[src/rtl/prover_tree_pkg.sv]
// Shared field constants and tree-shape helpers for the prover adder tree.
package prover_tree_pkg;

  localparam int unsigned F_NBITS = 61;
  localparam logic [F_NBITS-1:0] F_Q = {F_NBITS{1'b1}};  // 2^61 - 1

  typedef logic [F_NBITS-1:0] fe_t;

  function automatic int unsigned num_levels(input int unsigned ngates);
    return 32'($clog2(ngates));
  endfunction

  // Element count entering a given level; odd counts round up.
  function automatic int unsigned lvl_num_inputs(input int unsigned ngates,
                                                 input int unsigned level);
    int unsigned n;
    n = ngates;
    for (int unsigned k = 0; k < level; k++) n = (n + 1) / 2;
    return n;
  endfunction

  // Element offset of a level within the flattened inter-level data bus.
  function automatic int unsigned lvl_offset(input int unsigned ngates,
                                             input int unsigned level);
    int unsigned off;
    off = 0;
    for (int unsigned k = 0; k < level; k++) off += lvl_num_inputs(ngates, k);
    return off;
  endfunction

  function automatic fe_t mod_add(input fe_t a, input fe_t b);
    logic [F_NBITS:0] s;
    s = {1'b0, a} + {1'b0, b};
    if (s >= {1'b0, F_Q}) s = s - {1'b0, F_Q};
    return s[F_NBITS-1:0];
  endfunction

endpackage

[src/rtl/prover_tree_stage_vr.sv]
// One elastic level of the adder tree: pairwise mod-add of NIN elements,
// odd element passed through, registered with a valid/ready handshake.
module prover_tree_stage_vr
  import prover_tree_pkg::*;
#(
  parameter int unsigned NIN   = 2,
  parameter int unsigned NTAGB = 8
) (
  input  logic                             clk,
  input  logic                             rst,
  input  logic                             up_valid,
  output logic                             up_ready_c,
  input  logic [NIN-1:0][F_NBITS-1:0]      up_data,
  input  logic [NTAGB-1:0]                 up_tag,
  output logic                             dn_valid,
  input  logic                             dn_ready,
  output logic [(NIN+1)/2-1:0][F_NBITS-1:0] dn_data,
  output logic [NTAGB-1:0]                 dn_tag
);

  localparam int unsigned NOUT = (NIN + 1) / 2;

  logic [NOUT-1:0][F_NBITS-1:0] sum_c;

  for (genvar j = 0; j < NOUT; j++) begin : g_pair
    if (2 * j + 1 < NIN) begin : g_add
      assign sum_c[j] = mod_add(up_data[2*j], up_data[2*j+1]);
    end else begin : g_pass
      assign sum_c[j] = up_data[2*j];
    end
  end

  assign up_ready_c = ~dn_valid | dn_ready;

  // Data and tag hold when no beat is loaded; only valid tracks bubbles.
  always_ff @(posedge clk or posedge rst) begin
    if (rst) begin
      dn_valid <= 1'b0;
      dn_data  <= '0;
      dn_tag   <= '0;
    end else if (up_ready_c) begin
      dn_valid <= up_valid;
      if (up_valid) begin
        dn_data <= sum_c;
        dn_tag  <= up_tag;
      end
    end
  end

endmodule

[src/rtl/prover_adder_tree_vr.sv]
// Pipelined elastic field adder tree reducing NGATES masked elements mod F_Q.
// Optional accumulate-across-beats mode: PROVER_ADDER_TREE_ACC_EN.
module prover_adder_tree_vr
  import prover_tree_pkg::*;
#(
  parameter int unsigned NGATES = 8,
  parameter int unsigned NTAGB  = 8
) (
  input  logic                           clk,
  input  logic                           rst,
  input  logic                           in_valid,
  output logic                           in_ready,
  input  logic [NGATES-1:0][F_NBITS-1:0] in,
  input  logic [NGATES-1:0]              in_mask,
  input  logic [NTAGB-1:0]               in_tag,
`ifdef PROVER_ADDER_TREE_ACC_EN
  input  logic                           in_last,
`endif
  output logic                           out_valid,
  input  logic                           out_ready,
  output logic [F_NBITS-1:0]             out,
  output logic [NTAGB-1:0]               out_tag,
  output logic                           idle
);

  localparam int unsigned NLEVELS = num_levels(NGATES);
  localparam int unsigned NELEMS  = lvl_offset(NGATES, NLEVELS + 1);
`ifdef PROVER_ADDER_TREE_ACC_EN
  localparam int unsigned TW = NTAGB + 1;
`else
  localparam int unsigned TW = NTAGB;
`endif

  logic [NLEVELS:0]            lvl_valid;
  logic [NLEVELS:0]            lvl_ready;
  logic [NLEVELS:0][TW-1:0]    lvl_tag;
  logic [NELEMS*F_NBITS-1:0]   lvl_data;
  logic [NGATES-1:0][F_NBITS-1:0] masked_c;
  fe_t                         tree_sum;

  always_comb begin
    for (int i = 0; i < int'(NGATES); i++) masked_c[i] = in_mask[i] ? in[i] : '0;
  end

  assign lvl_valid[0]                = in_valid;
  assign lvl_data[NGATES*F_NBITS-1:0] = masked_c;
  assign in_ready                    = lvl_ready[0];
`ifdef PROVER_ADDER_TREE_ACC_EN
  assign lvl_tag[0] = {in_last, in_tag};
`else
  assign lvl_tag[0] = in_tag;
`endif

  for (genvar k = 0; k < int'(NLEVELS); k++) begin : g_lvl
    localparam int unsigned NIN     = lvl_num_inputs(NGATES, k);
    localparam int unsigned NOUT    = lvl_num_inputs(NGATES, k + 1);
    localparam int unsigned OFF_IN  = lvl_offset(NGATES, k);
    localparam int unsigned OFF_OUT = lvl_offset(NGATES, k + 1);

    prover_tree_stage_vr #(
      .NIN   (NIN),
      .NTAGB (TW)
    ) u_stage (
      .clk        (clk),
      .rst        (rst),
      .up_valid   (lvl_valid[k]),
      .up_ready_c (lvl_ready[k]),
      .up_data    (lvl_data[OFF_IN*F_NBITS +: NIN*F_NBITS]),
      .up_tag     (lvl_tag[k]),
      .dn_valid   (lvl_valid[k+1]),
      .dn_ready   (lvl_ready[k+1]),
      .dn_data    (lvl_data[OFF_OUT*F_NBITS +: NOUT*F_NBITS]),
      .dn_tag     (lvl_tag[k+1])
    );
  end

  assign tree_sum = lvl_data[(NELEMS-1)*F_NBITS +: F_NBITS];

`ifdef PROVER_ADDER_TREE_ACC_EN
  logic             res_valid_q;
  fe_t              acc_q;
  logic [NTAGB-1:0] res_tag_q;
  fe_t              acc_base_c;
  fe_t              acc_sum_c;
  logic             take_c;
  logic             tree_last_c;

  // A held result is being taken whenever the tree can hand over a beat,
  // so a beat arriving alongside it starts a fresh sum from zero.
  assign acc_base_c           = res_valid_q ? '0 : acc_q;
  assign acc_sum_c            = mod_add(acc_base_c, tree_sum);
  assign lvl_ready[NLEVELS]   = ~res_valid_q | out_ready;
  assign take_c               = lvl_valid[NLEVELS] & lvl_ready[NLEVELS];
  assign tree_last_c          = lvl_tag[NLEVELS][NTAGB];

  always_ff @(posedge clk or posedge rst) begin
    if (rst) begin
      res_valid_q <= 1'b0;
      acc_q       <= '0;
      res_tag_q   <= '0;
    end else begin
      if (res_valid_q && out_ready) begin
        res_valid_q <= 1'b0;
        acc_q       <= '0;
      end
      if (take_c) begin
        acc_q <= acc_sum_c;
        if (tree_last_c) begin
          res_valid_q <= 1'b1;
          res_tag_q   <= lvl_tag[NLEVELS][NTAGB-1:0];
        end
      end
    end
  end

  assign out_valid = res_valid_q;
  assign out       = acc_q;
  assign out_tag   = res_tag_q;
  assign idle      = ~(|lvl_valid[NLEVELS:1]) & ~res_valid_q;
`else
  assign lvl_ready[NLEVELS] = out_ready;
  assign out_valid          = lvl_valid[NLEVELS];
  assign out                = tree_sum;
  assign out_tag            = lvl_tag[NLEVELS];
  assign idle               = ~(|lvl_valid[NLEVELS:1]);
`endif

endmodule

[config.mk]
export PLATFORM = sky130hd
export DESIGN_NAME = prover_adder_tree_vr
export DESIGN_NICKNAME = d
export VERILOG_FILES = /design/src/rtl/prover_tree_pkg.sv /design/src/rtl/prover_tree_stage_vr.sv /design/src/rtl/prover_adder_tree_vr.sv
export SDC_FILE = /design/constraint.sdc
export NUM_CORES = 2
export LEC_CHECK = 0
export CAP_MARGIN = 10
export CORE_MARGIN = 10
export CORE_UTILIZATION = 30
export CTS_BUF_LIST = sky130_fd_sc_hd__clkbuf_16
export CTS_CLUSTER_SIZE = 24
export DETAILED_ROUTE_END_ITERATION = 10
export DONT_BUFFER_PORTS = 1
export HOLD_SLACK_MARGIN = 0.1
export SLEW_MARGIN = 20
export SYNTH_ARGS = -nofsm -noshare
export SYNTH_HDL_FRONTEND = slang
export SYNTH_SLANG_ARGS = --single-unit
[constraint.sdc]
create_clock -name clk -period 12.7 [get_ports clk]
set_input_delay 1.27 -clock clk [delete_from_list [all_inputs] [get_ports clk]]
set_output_delay 1.27 -clock clk [all_outputs]
set_load 0.1 [all_outputs]
==> flow_metrics.py <==
metrics = {
    "outcome": {
        "status": "finished clean",
    },
    "sta": {
        "clock.fmax_mhz": 144.0,
        "fin_crit_sh_pct": 54.69,
        "setup_tns_ps": 0,
        "clock_skew_ps": 43.92,
        "worstMarginPinSlew_ps": 1334,
        "grt_setup_unrepaired": "false",
        "slew_headroom_pct": 10.36,
        "finalCriticalPeriod_ps": 6945,
        "hold_viol_final": 0,
        "final-setup-viol-count": 0,
        "slew_violations": 0,
    },
    "global_route": {
        "grt_pass1_wl_um": 363300,
        "grt_max_degree": 204,
        "antenna_found_initial": 6,
        "grt_pass1_vias": 60300,
        "grt_overflow_total": 0,
        "grt_use_total_pct": 19.90,
    },
    "yosys": {
        "synthCells": 8645,
        "yosys.area.top_type": "dfrtp_1",
        "syn_avg_cell_area_um2": 7.202,
        "synth.most_common_cell": "nand2_1",
        "synthesis.area_um2": 62260,
        "synth_top_area_share_pct": 18.25,
        "synth_commonest_cells": "nand2_1 (1,164), o21ai_0 (800), a21oi_1 (624)",
        "syn_nets": 9594,
        "yosys.area_share.simple_pct": 31.76,
        "yosys_most_used_dff": "dfrtp_1",
        "synth_edf_count": 0,
        "synth_top_family_by_area": "simple AND/OR/NAND/NOR gates",
        "synth_compound_area_share_pct": 26.97,
        "yosys.cell_types.count": 111,
        "synthAdderAreaFrac_pct": 8.947,
        "ys_ff_latch": 454,
        "synth_xor_area_share_pct": 9.128,
        "synth.area.top_cells": "dfrtp_1 (18%), ha_1 (8.7%), nand2_1 (7.0%)",
        "ys_async_sr_fraction_pct": 100.0,
        "yosysSeqAreaShare_pct": 18.25,
        "synthesis.yosys.warnings": 0,
        "synth_mux_area_share_pct": 1.069,
    },
    "power_and_ir_drop": {
        "power_frac_comb_pct": 58.6,
        "seqPwrFrac_pct": 27.0,
        "p_total_mw": 11.45,
        "irDropWorstVdd_uv": 177.4,
        "switchingPower_mw": 6.367,
        "sw_frac_of_total_pct": 55.63,
        "clkPwrFrac_pct": 14.4,
        "power.internal_mw": 5.079,
        "powerDensity_nw_per_um2": 173.5,
        "p_leak_nw": 25.13,
    },
    "clock_tree": {
        "clk_latency_ps": 660,
        "cts_buffers": 52,
        "cts-hold-fix-buffers": 0,
        "clock-sinks": 454,
        "cts_tree": "done",
        "cts-root-buf": "clkbuf_16",
        "htree_levels": 2,
        "clockBufferDepth": 3,
        "postCtsSetupRepairBufs": 0,
        "clkTransAtPathRegs_ps": 60,
        "cts-resized-gates": 0,
    },
    "die": {
        "row_count": 167,
        "dieArea_um2": 226200,
        "initial_core_util_pct": 30.10,
        "coreArea_um2": 206900,
        "dieHeight_um": 475.6,
        "die_x_um": 475.6,
        "boundaryPins": 580,
    },
    "setup_path": {
        "critPathTopFamily": "simple AND/OR/NAND/NOR gates",
        "cp_num_buf_inv": 0,
        "setup.worst_path.start_class": "flip-flop",
        "cp_max_fo": 28,
        "arrival_ps": 7430,
        "path_cells": "ha_1 > nand2_1 > o21ai_0 > a221oi_1 > nor2_1 > nor4_1 > nor3_1 > nand4_1 > nor4_1 > nand4_1 > o21a_1 > or4b_1 > xnor2_1 > o21ai_0",
        "worstSetupEndpointType": "flip-flop",
        "cp_slowest_cell": "nor3_1",
        "worstPathRequired_ps": 13180,
        "path_class": "flip-flop to flip-flop",
        "cpPeakStageDelay_ps": 1080,
        "path_depth": 14,
        "r2r_cells": 14,
    },
    "layout": {
        "drive_gt1_share_pct": 3.779,
        "area_growth_syn_to_layout_pct": 5.959,
        "layout.nets": 9217,
    },
    "routing": {
        "drtAntennaViolNets": 0,
        "first_pass_iters": 6,
        "wl_um": 239600,
        "drc": 0,
        "wl_per_cell_um": 21.74,
        "viasPerCell": 5.839,
        "num_vias": 64340,
        "drt_iter0_drc": 5993,
    },
    "worst_hold_path": {
        "hold_depth": 2,
        "hold_class": "flip-flop to flip-flop",
    },
    "run": {
        "drv_cap": 0,
    },
    "place": {
        "gp_congestion": 0.9929,
        "dp_hpwl_um": 200700,
        "io_buffers": 0,
    },
}
-- stage by stage --
step	instance area [µm²]	std cells	util (%)	hold slack (ps)	setup slack, ps
final	65970	11020	31.89	459.7	5755
after global routing	65970	11020	31.89	491.9	5469
after CTS	65950	11010	31.88	464.1	6065
after detailed placement	64110	10920	30.99	449.2	5668
after global placement	64100	10920	30.99	443.2	5722
after floorplan	62260	8645	-	433.1	5289
-- kinds of logic after synthesis --
family          count (synthesis)
fa+ha+maj                     441
buf+inv                       599
simple gates                 3807
compound gates               2633
xor+xnor                      648
flops                         454
mux                            63
-- final cells by class --
type | instances | area, µm²
Timing Repair Buffer | 32 | 289.0
Fill cell | 22370 | 140900
Clock inverter | 42 | 484.2
Sequential cell | 454 | 11360
Clock buffer | 54 | 1351
Antenna cell | 5 | 12.51
Tap cell | 2704 | 3383
Multi-Input combinational cell | 7592 | 48580
Inverter | 136 | 514.2
-- flip-flops by register name, summed over array words and instances, names as in the netlist --
register,cells
g_lvl.u_stage.dn_data,427
g_lvl.u_stage.dn_tag,24
g_lvl.u_stage.dn_valid,3
-- layout by cell type (no fill, tap or decap), types with 33 or more instances in the layout --
cell and instances:
o211ai_1 133, o31ai_1 48, nand3b_1 36, o21bai_1 53
nor3_1 272, nor4_1 105, xnor2_1 404, nand3_1 221
a21o_1 166, and3_1 80, o2111ai_1 59, a211oi_1 137
mux2i_1 35, or2_2 44, a21boi_0 34, nand2_1 1161
nor2_1 552, a21oi_1 622, dfrtp_1 454, nor2b_1 55
xor2_1 243, inv_1 143, or3_1 99, a31oi_1 65
and2_1 580, o21a_1 91, nand4_1 268, clkbuf_16 54
nor3b_1 33, and4_1 77, o21ai_1 60, nand2b_1 53
or4_1 33, ha_1 434, o21ai_0 799
-- metal layers --
layer | GRT usage (%) | vias up | part of all wire (%)
met5 | 0 | - | 0
met4 | 4.057 | 0 | 2.1
met3 | 3.191 | 232 | 7.4
met2 | 29.66 | 2286 | 42
met1 | 29.87 | 30660 | 49
li1 | - | 31170 | -
-- power by group through the flow --
stage          logic, mW  clock network, mW  registers, mW
2_1_floorplan       4.75                  0           2.83
3_3_place_gp        6.47                  0           3.10
3_5_place_dp        6.54                  0           3.11
4_1_cts             6.58               1.70           3.08
5_1_grt             7.33               1.76           3.14
6_report            6.71               1.65           3.09
-- final timing paths --
path | start | endpoint | slack (ps)
worst max-delay path | g_lvl[0].u_stage.dn_data[75]$_DFFE_PP0P_ | g_lvl[1].u_stage.dn_data[48]$_DFFE_PP0P_ | 5750
worst min-delay path | g_lvl[1].u_stage.dn_tag[6]$_DFFE_PP0P_ | g_lvl[2].u_stage.dn_tag[6]$_DFFE_PP0P_ | 460
worst max register to register | g_lvl[0].u_stage.dn_data[75]$_DFFE_PP0P_ | g_lvl[1].u_stage.dn_data[48]$_DFFE_PP0P_ | 5750
worst min register to register | g_lvl[1].u_stage.dn_tag[6]$_DFFE_PP0P_ | g_lvl[2].u_stage.dn_tag[6]$_DFFE_PP0P_ | 460
max in group asynchronous | rst | g_lvl[0].u_stage.dn_data[127]$_DFFE_PP0P_ | 9410
min in group asynchronous | rst | g_lvl[0].u_stage.dn_tag[4]$_DFFE_PP0P_ | 560
-- worst reg2reg max path, stage by stage (launching register included) --
cell and delay (ps):
dfrtp_1 540, ha_1 640, nand2_1 80, o21ai_0 550, a221oi_1 170, nor2_1 490, nor4_1 130, nor3_1 1080
nand4_1 400, nor4_1 690, nand4_1 320, o21a_1 600, or4b_1 660, xnor2_1 330, o21ai_0 120
(Power assumes the default switching activity.)
